==> config.mk <==
export PLATFORM = sky130hd
export DESIGN_NAME = meas_processor
export DESIGN_NICKNAME = d
export VERILOG_FILES = /design/src/rtl/meas_processor.sv
export SDC_FILE = /design/constraint.sdc
export NUM_CORES = 1
export LEC_CHECK = 0
export CAP_MARGIN = 20
export CORE_UTILIZATION = 54
export DETAILED_ROUTE_END_ITERATION = 6
export PLACE_DENSITY_LB_ADDON = 0.12
export SLEW_MARGIN = 20
export SYNTH_ARGS = -nofsm -noshare
export SYNTH_HDL_FRONTEND = slang
export SYNTH_SLANG_ARGS = --single-unit
==> constraint.sdc <==
create_clock -name clk -period 4.9 [get_ports clk]
set_clock_uncertainty 0.2 [all_clocks]
set_input_delay 0.49 -clock clk [delete_from_list [all_inputs] [get_ports clk]]
set_output_delay 0.49 -clock clk [all_outputs]
set_load 0.005 [all_outputs]
==> src/rtl/meas_processor.sv <==
// Display-path value selector: live pass-through, frozen hold, or boxcar average of 2^AVG_LOG2 samples.
// Latency: one clk from the qualifying adc_valid sample to disp_data/disp_valid.
// Backpressure: none; accepts one sample per cycle, back-to-back strobes included.
module meas_processor #(
    parameter int DATA_W   = 12,
    parameter int AVG_LOG2 = 4
) (
    input  logic                clk,
    input  logic                rst,
    input  logic                meas_enable,
    input  logic                hold_enable,
    input  logic                average_enable,
    input  logic [DATA_W-1:0]   adc_data,
    input  logic                adc_valid,
    output logic [DATA_W-1:0]   disp_data,
    output logic                disp_valid,
    output logic [AVG_LOG2-1:0] avg_count,
    output logic                avg_busy
);

    // Accumulator is wide enough that a full window of full-scale samples cannot overflow.
    localparam int ACC_W = DATA_W + AVG_LOG2;

    localparam logic [AVG_LOG2-1:0] CNT_ONE  = AVG_LOG2'(1);
    localparam logic [AVG_LOG2-1:0] CNT_LAST = '1;

    typedef enum logic [1:0] {
        MODE_IDLE = 2'd0,
        MODE_MEAS = 2'd1,
        MODE_HOLD = 2'd2,
        MODE_AVG  = 2'd3
    } mode_t;

    mode_t               mode;
    logic [ACC_W-1:0]    acc;
    logic                prev_avg;

    logic [ACC_W-1:0]    sample_ext;
    logic [ACC_W-1:0]    acc_sum;
    logic [ACC_W-1:0]    acc_nxt;
    logic [AVG_LOG2-1:0] cnt_nxt;
    logic [DATA_W-1:0]   disp_data_nxt;
    logic                disp_valid_nxt;

    assign sample_ext = {{AVG_LOG2{1'b0}}, adc_data};
    assign acc_sum    = acc + sample_ext;

    // Mode decode with fixed priority MEAS > HOLD > AVERAGE; nothing enabled is IDLE.
    always_comb begin
        mode = MODE_IDLE;
        if (meas_enable)         mode = MODE_MEAS;
        else if (hold_enable)    mode = MODE_HOLD;
        else if (average_enable) mode = MODE_AVG;
    end

    // Next-state for display value, accumulator and sample count.
    always_comb begin
        disp_data_nxt  = disp_data;
        disp_valid_nxt = 1'b0;
        acc_nxt        = '0;
        cnt_nxt        = '0;
        case (mode)
            MODE_MEAS: begin
                if (adc_valid) begin
                    disp_data_nxt  = adc_data;
                    disp_valid_nxt = 1'b1;
                end
            end
            MODE_AVG: begin
                if (!prev_avg) begin
                    // Fresh window on entry: any stale partial sum is dropped.
                    acc_nxt = adc_valid ? sample_ext : '0;
                    cnt_nxt = adc_valid ? CNT_ONE : '0;
                end else if (adc_valid) begin
                    if (avg_count == CNT_LAST) begin
                        // Window completes with this sample: truncating divide by the window length.
                        disp_data_nxt  = acc_sum[ACC_W-1:AVG_LOG2];
                        disp_valid_nxt = 1'b1;
                    end else begin
                        acc_nxt = acc_sum;
                        cnt_nxt = avg_count + CNT_ONE;
                    end
                end else begin
                    acc_nxt = acc;
                    cnt_nxt = avg_count;
                end
            end
            default: begin
                // HOLD and IDLE: display frozen, samples discarded, window cleared.
            end
        endcase
    end

    // State registers with synchronous reset overriding every other input.
    always_ff @(posedge clk) begin
        if (rst) begin
            disp_data  <= '0;
            disp_valid <= 1'b0;
            acc        <= '0;
            avg_count  <= '0;
            prev_avg   <= 1'b0;
        end else begin
            disp_data  <= disp_data_nxt;
            disp_valid <= disp_valid_nxt;
            acc        <= acc_nxt;
            avg_count  <= cnt_nxt;
            prev_avg   <= (mode == MODE_AVG);
        end
    end

    assign avg_busy = (avg_count != '0);

endmodule
Word level (Yosys, flattened, before mapping)
Cells that the tools add are included.
- register bits: 34
- word-level logic and storage cells: 41
- output and inout port bits: 18
- bits of input ports: 18
- reduce and logical (&&, ||, !) cells: 4
- eq/ne operators: 8
- mux-type cells: 21
- add/subtract/negate cells: 2
- bitwise gates (word level): 1
- operators with widths (cell ; count):
    $mux W12 ; 5
    $mux W16 ; 3
    $pmux W12 S2 ; 1
    $add A16 B12 Y16 ; 1
    $mux W4 ; 3
    $ne A2 B2 Y1 const B ; 5
    $mux W2 ; 3
    $mux W1 ; 5
    $reduce_and A5 Y1 ; 1
    $add A4 B1 Y4 const B ; 1
    $eq A4 B4 Y1 const B ; 1
    $reduce_bool A4 Y1 ; 1
    $eq A2 B1 Y1 const B ; 1
    $eq A2 B2 Y1 const B ; 1
    $pmux W1 S2 ; 1
    $reduce_bool A2 Y1 ; 1
    $reduce_or A2 Y1 ; 1
    $not A1 Y1 ; 1

Logic depth before layout (Yosys ltp)
- word-level depth: 6
- gate-level depth with buffers: 9
- depth with buffers taken out: 9

Least setup slack after synthesis
OpenSTA, ideal clock, no wires.
- kind: input-to-reg
- start: in adc_data[0]
- end: reg disp_data[10]
- library setup time: 0.096 ns
- slack: 2.217 ns
- buffers on the path: 0
- required time: 4.604 ns
- stages on the path: 9
- arrival: 2.387 ns
- cell sequence: ha_1 inv_1 fa_1 and2b_1 o2111ai_1 a211o_1 a211oi_2 nor3_1 o41ai_2
- longest elaborated chain between the ends: 5
- ends and longest elaborated chain (item ; line ; source):
    start, declared ; 13 ; input logic [DATA_W-1:0] adc_data,
    $add A16 B12 Y16 ; 46 ; assign acc_sum = acc + sample_ext;
    $mux W12 ; 75 ; if (avg_count == CNT_LAST) begin
    $mux W12 ; 74 ; end else if (adc_valid) begin
    $mux W12 ; 70 ; if (!prev_avg) begin
    $pmux W12 S2 ; 62 ; case (mode)
    end signal, assigned ; 103 ; disp_data <= disp_data_nxt;
    end, declared ; 15 ; output logic [DATA_W-1:0] disp_data,
No other way between the ends. The select of a mux whose other input is x is not followed.
A chain may end at the register's enable or synchronous reset.

Worst setup path after layout
Ends and elaborated chain as after synthesis.

==> metrics.yaml <==
clock_network:
  cts.sink_count: 34
  hold_buffers: 0
  cts_tree: "built"
  postCtsSetupBuffers: 0
  clk_path_buf_depth: 2
  clock_latency_ps: 290
  clk_pin_slew_ps: 70
  htree_levels: 2
  cts-resized-gates: 0
  cts_made_buffers: 5
  root_buffer: "clkbuf_8"
floorplanning:
  core_mm2: 0.00403
  dieWidth_um: 67.0
  num_rows: 23
  die_y_um: 67.0
  start_util_pct: 56.7
  ioPinCount: 36
  dieArea_mm2: 0.00450
timing:
  fin_setup_tns_ps: 0
  hold_viol: 0
  fmax_mhz: 320
  tightest_slew_ps: 1040
  max-slew-margin-rel_pct: 29.9
  finalCritPeriodShare_pct: 63.8
  rsz0062_at_grt: "false"
  finalSetupViolCount: 0
  min_period_ps: 3130
  report.final.slew_viol_count: 0
yosys:
  synth-async-reset-ratio_pct: 0
  synthCells: 293
  yosysWarnings: 0
  synth_edf_count: 0
  syn-cell-area_mm2: 0.00228
  yosys-mux-area-fraction_pct: 0.931
  synth_compound_area_share_pct: 30.4
  synth_xor_area_share_pct: 1.53
  synth_ff_type: "dfxtp_1"
  seq_area_frac_synth_pct: 29.8
  synthAdderAreaFrac_pct: 8.54
  synth_top_family_by_area: "compound AO/OA/AOI/OAI gates"
  ys_ff_latch: 34
  synth_cell_type_count: 58
  avgSynthCellArea_um2: 7.80
  synthSimpleGateAreaFrac_pct: 24.2
  syn_nets: 326
grt:
  globalRouteTotalUtil_pct: 29.4
  grt-ovfl-total: 0
  grt_max_degree: 21
  antenna_found_initial: 0
  grt_pass1_vias: 2166
  grt_pass1_wl_um: 9980
finish:
  post-route-util_pct: 68.0
  num_antenna_cells: 0
  drive_gt1_share_pct: 6.81
  final_nets: 355
  syn2layout_area_growth_pct: 19.9
  layout_common_cells: "35 x clkdlybuf4s50_1, 34 x dfxtp_1, 25 x nor2_1, 25 x o21ai_0, 24 x nand2_1"
  nFillCells: 356
  final_common_cell: "clkdlybuf4s50_1"
pwr:
  p_total_mw: 0.613
  power.leakage_nw: 1.03
  p_per_area_mw_per_mm2: 224
  ir_worst_vdd_mv: 0.154
critical_path:
  crit_start: "adc_data[0]"
  r2r_slack_ps: 2170
  crit_required_ps: 4890
  cp.arrival_ps: 3120
  r2r-end: "disp_data[10]"
  start_kind: "primary input"
  reg2reg_from: "acc[0]"
  crit_type: "primary input to register"
  end_kind: "register"
  cp_max_fo: 4
  reg2reg_depth: 9
  critPathCapture: "disp_data[10]"
run:
  cap_violations: 0
placed_design:
  gp_congestion: 0.967
  dpl.hpwl_um: 4430
  portBuffers: 35
route:
  drt-initial-drc-count: 195
  drc: 0
  first_pass_iters: 5
  final_antenna_net_count: 0
  routedWlPerCell_um: 16.5
  wl_um: 6150
  vias: 2421
  viasPerCell: 6.49
status:
  status: "finished clean"
min_path:
  hp-start: "acc[7]"
  hold_class: "register to register"
-- flip-flops by register name (all words and copies together) (netlist names) --
register and count:
acc 16, prev_avg 1, disp_data 12, disp_valid 1, avg_count 4
-- through the flow --
step / cells / instance area, um^2 / hold WS (ps) / worst slack, ps
CTS: 373 / 2740 / 290 / 1790
global route: 373 / 2740 / 324 / 1610
finish: 373 / 2740 / 291 / 1770
global placement: 365 / 2650 / 277 / 1570
detailed placement: 365 / 2650 / 281 / 1490
floorplan: 293 / 2280 / 258 / 2220
-- metal layers --
| layer | GRT usage, % | wire length, um | share of wire, % | up-vias |
|---|---|---|---|---|
| met1 | 38.5 | 2700 | 44 | 1102 |
| met5 | 0 | 0 | 0 | - |
| met3 | 7.02 | 593 | 9.6 | 11 |
| met4 | 10.1 | 80 | 1.3 | 0 |
| li1 | - | - | - | 1166 |
| met2 | 46.5 | 2780 | 45 | 142 |
-- cells by family (layout without fill, tap and decap cells) --
logic type      after synthesis  after routing
simple gates                106            106
compound gates              105            105
flops                        34             34
buf+inv                      27             57
fa+ha+maj                    15             15
xor+xnor                      4              4
mux                           2              2
-- critical path: stages --
cell             delay (ps)
clkdlybuf4s50_1         510
ha_1                    200
inv_1                    70
fa_1                    370
and2b_1                 240
o2111ai_1               180
a211o_1                 330
a211oi_2                310
nor3_1                   90
o41ai_2                 320
-- cells in the mapped netlist, types with 2 or more instances --
cell | number | area (um^2)
nor2b_1 | 4 | 25.0
a41oi_1 | 4 | 35.0
buf_2 | 3 | 15.0
xor2_1 | 2 | 17.5
nor4_1 | 3 | 18.8
o21a_1 | 3 | 22.5
or3_1 | 5 | 31.3
clkbuf_1 | 10 | 37.5
a311oi_1 | 4 | 35.0
a211oi_1 | 10 | 75.1
o31ai_1 | 2 | 15.0
inv_1 | 12 | 45.0
nand3b_1 | 2 | 15.0
nor2_1 | 25 | 93.8
or4_1 | 2 | 15.0
nor3_1 | 6 | 30.0
and3_1 | 3 | 18.8
nand2b_1 | 2 | 12.5
o21ai_0 | 26 | 130
nand2_1 | 24 | 90.1
ha_1 | 14 | 175
dfxtp_1 | 34 | 681
a21o_1 | 5 | 37.5
nand3_1 | 15 | 75.1
a22oi_1 | 9 | 67.6
a31oi_1 | 5 | 31.3
or2_2 | 2 | 12.5
a21oi_1 | 23 | 115
xnor2_1 | 2 | 17.5
nand4_1 | 4 | 25.0
-- area by class of cell --
cell class / count / area (um^2) / share of cell area, %
Clock buffer: 7 / 86.3 / 3.15
Inverter: 13 / 48.8 / 1.78
Sequential cell: 34 / 681 / 24.8
Clock inverter: 1 / 5.00 / 0.183
Multi-Input combinational cell: 232 / 1500 / 54.7
Timing Repair Buffer: 36 / 358 / 13.1
Tap cell: 50 / 62.6 / 2.28
-- power breakdown --
part	leakage (nW)	switching, mW	total (mW)	internal [mW]
sequential	0.276	0.00545	0.290	0.284
combinational	0.710	0.0558	0.104	0.0484
clock	0.0482	0.106	0.219	0.113
total	1.03	0.167	0.613	0.446
-- worst min path at each step --
| stage | cells past startpoint | endpoint | slack (ps) |
|---|---|---|---|
| after CTS | 2 | acc[7] | 290 |
| after global routing | 2 | acc[7] | 320 |
| after detailed placement | 2 | acc[7] | 280 |
| after global placement | 2 | acc[7] | 280 |
| final | 2 | acc[7] | 290 |
| after floorplan | 2 | acc[7] | 260 |
Power figures use the tool's default switching activity.
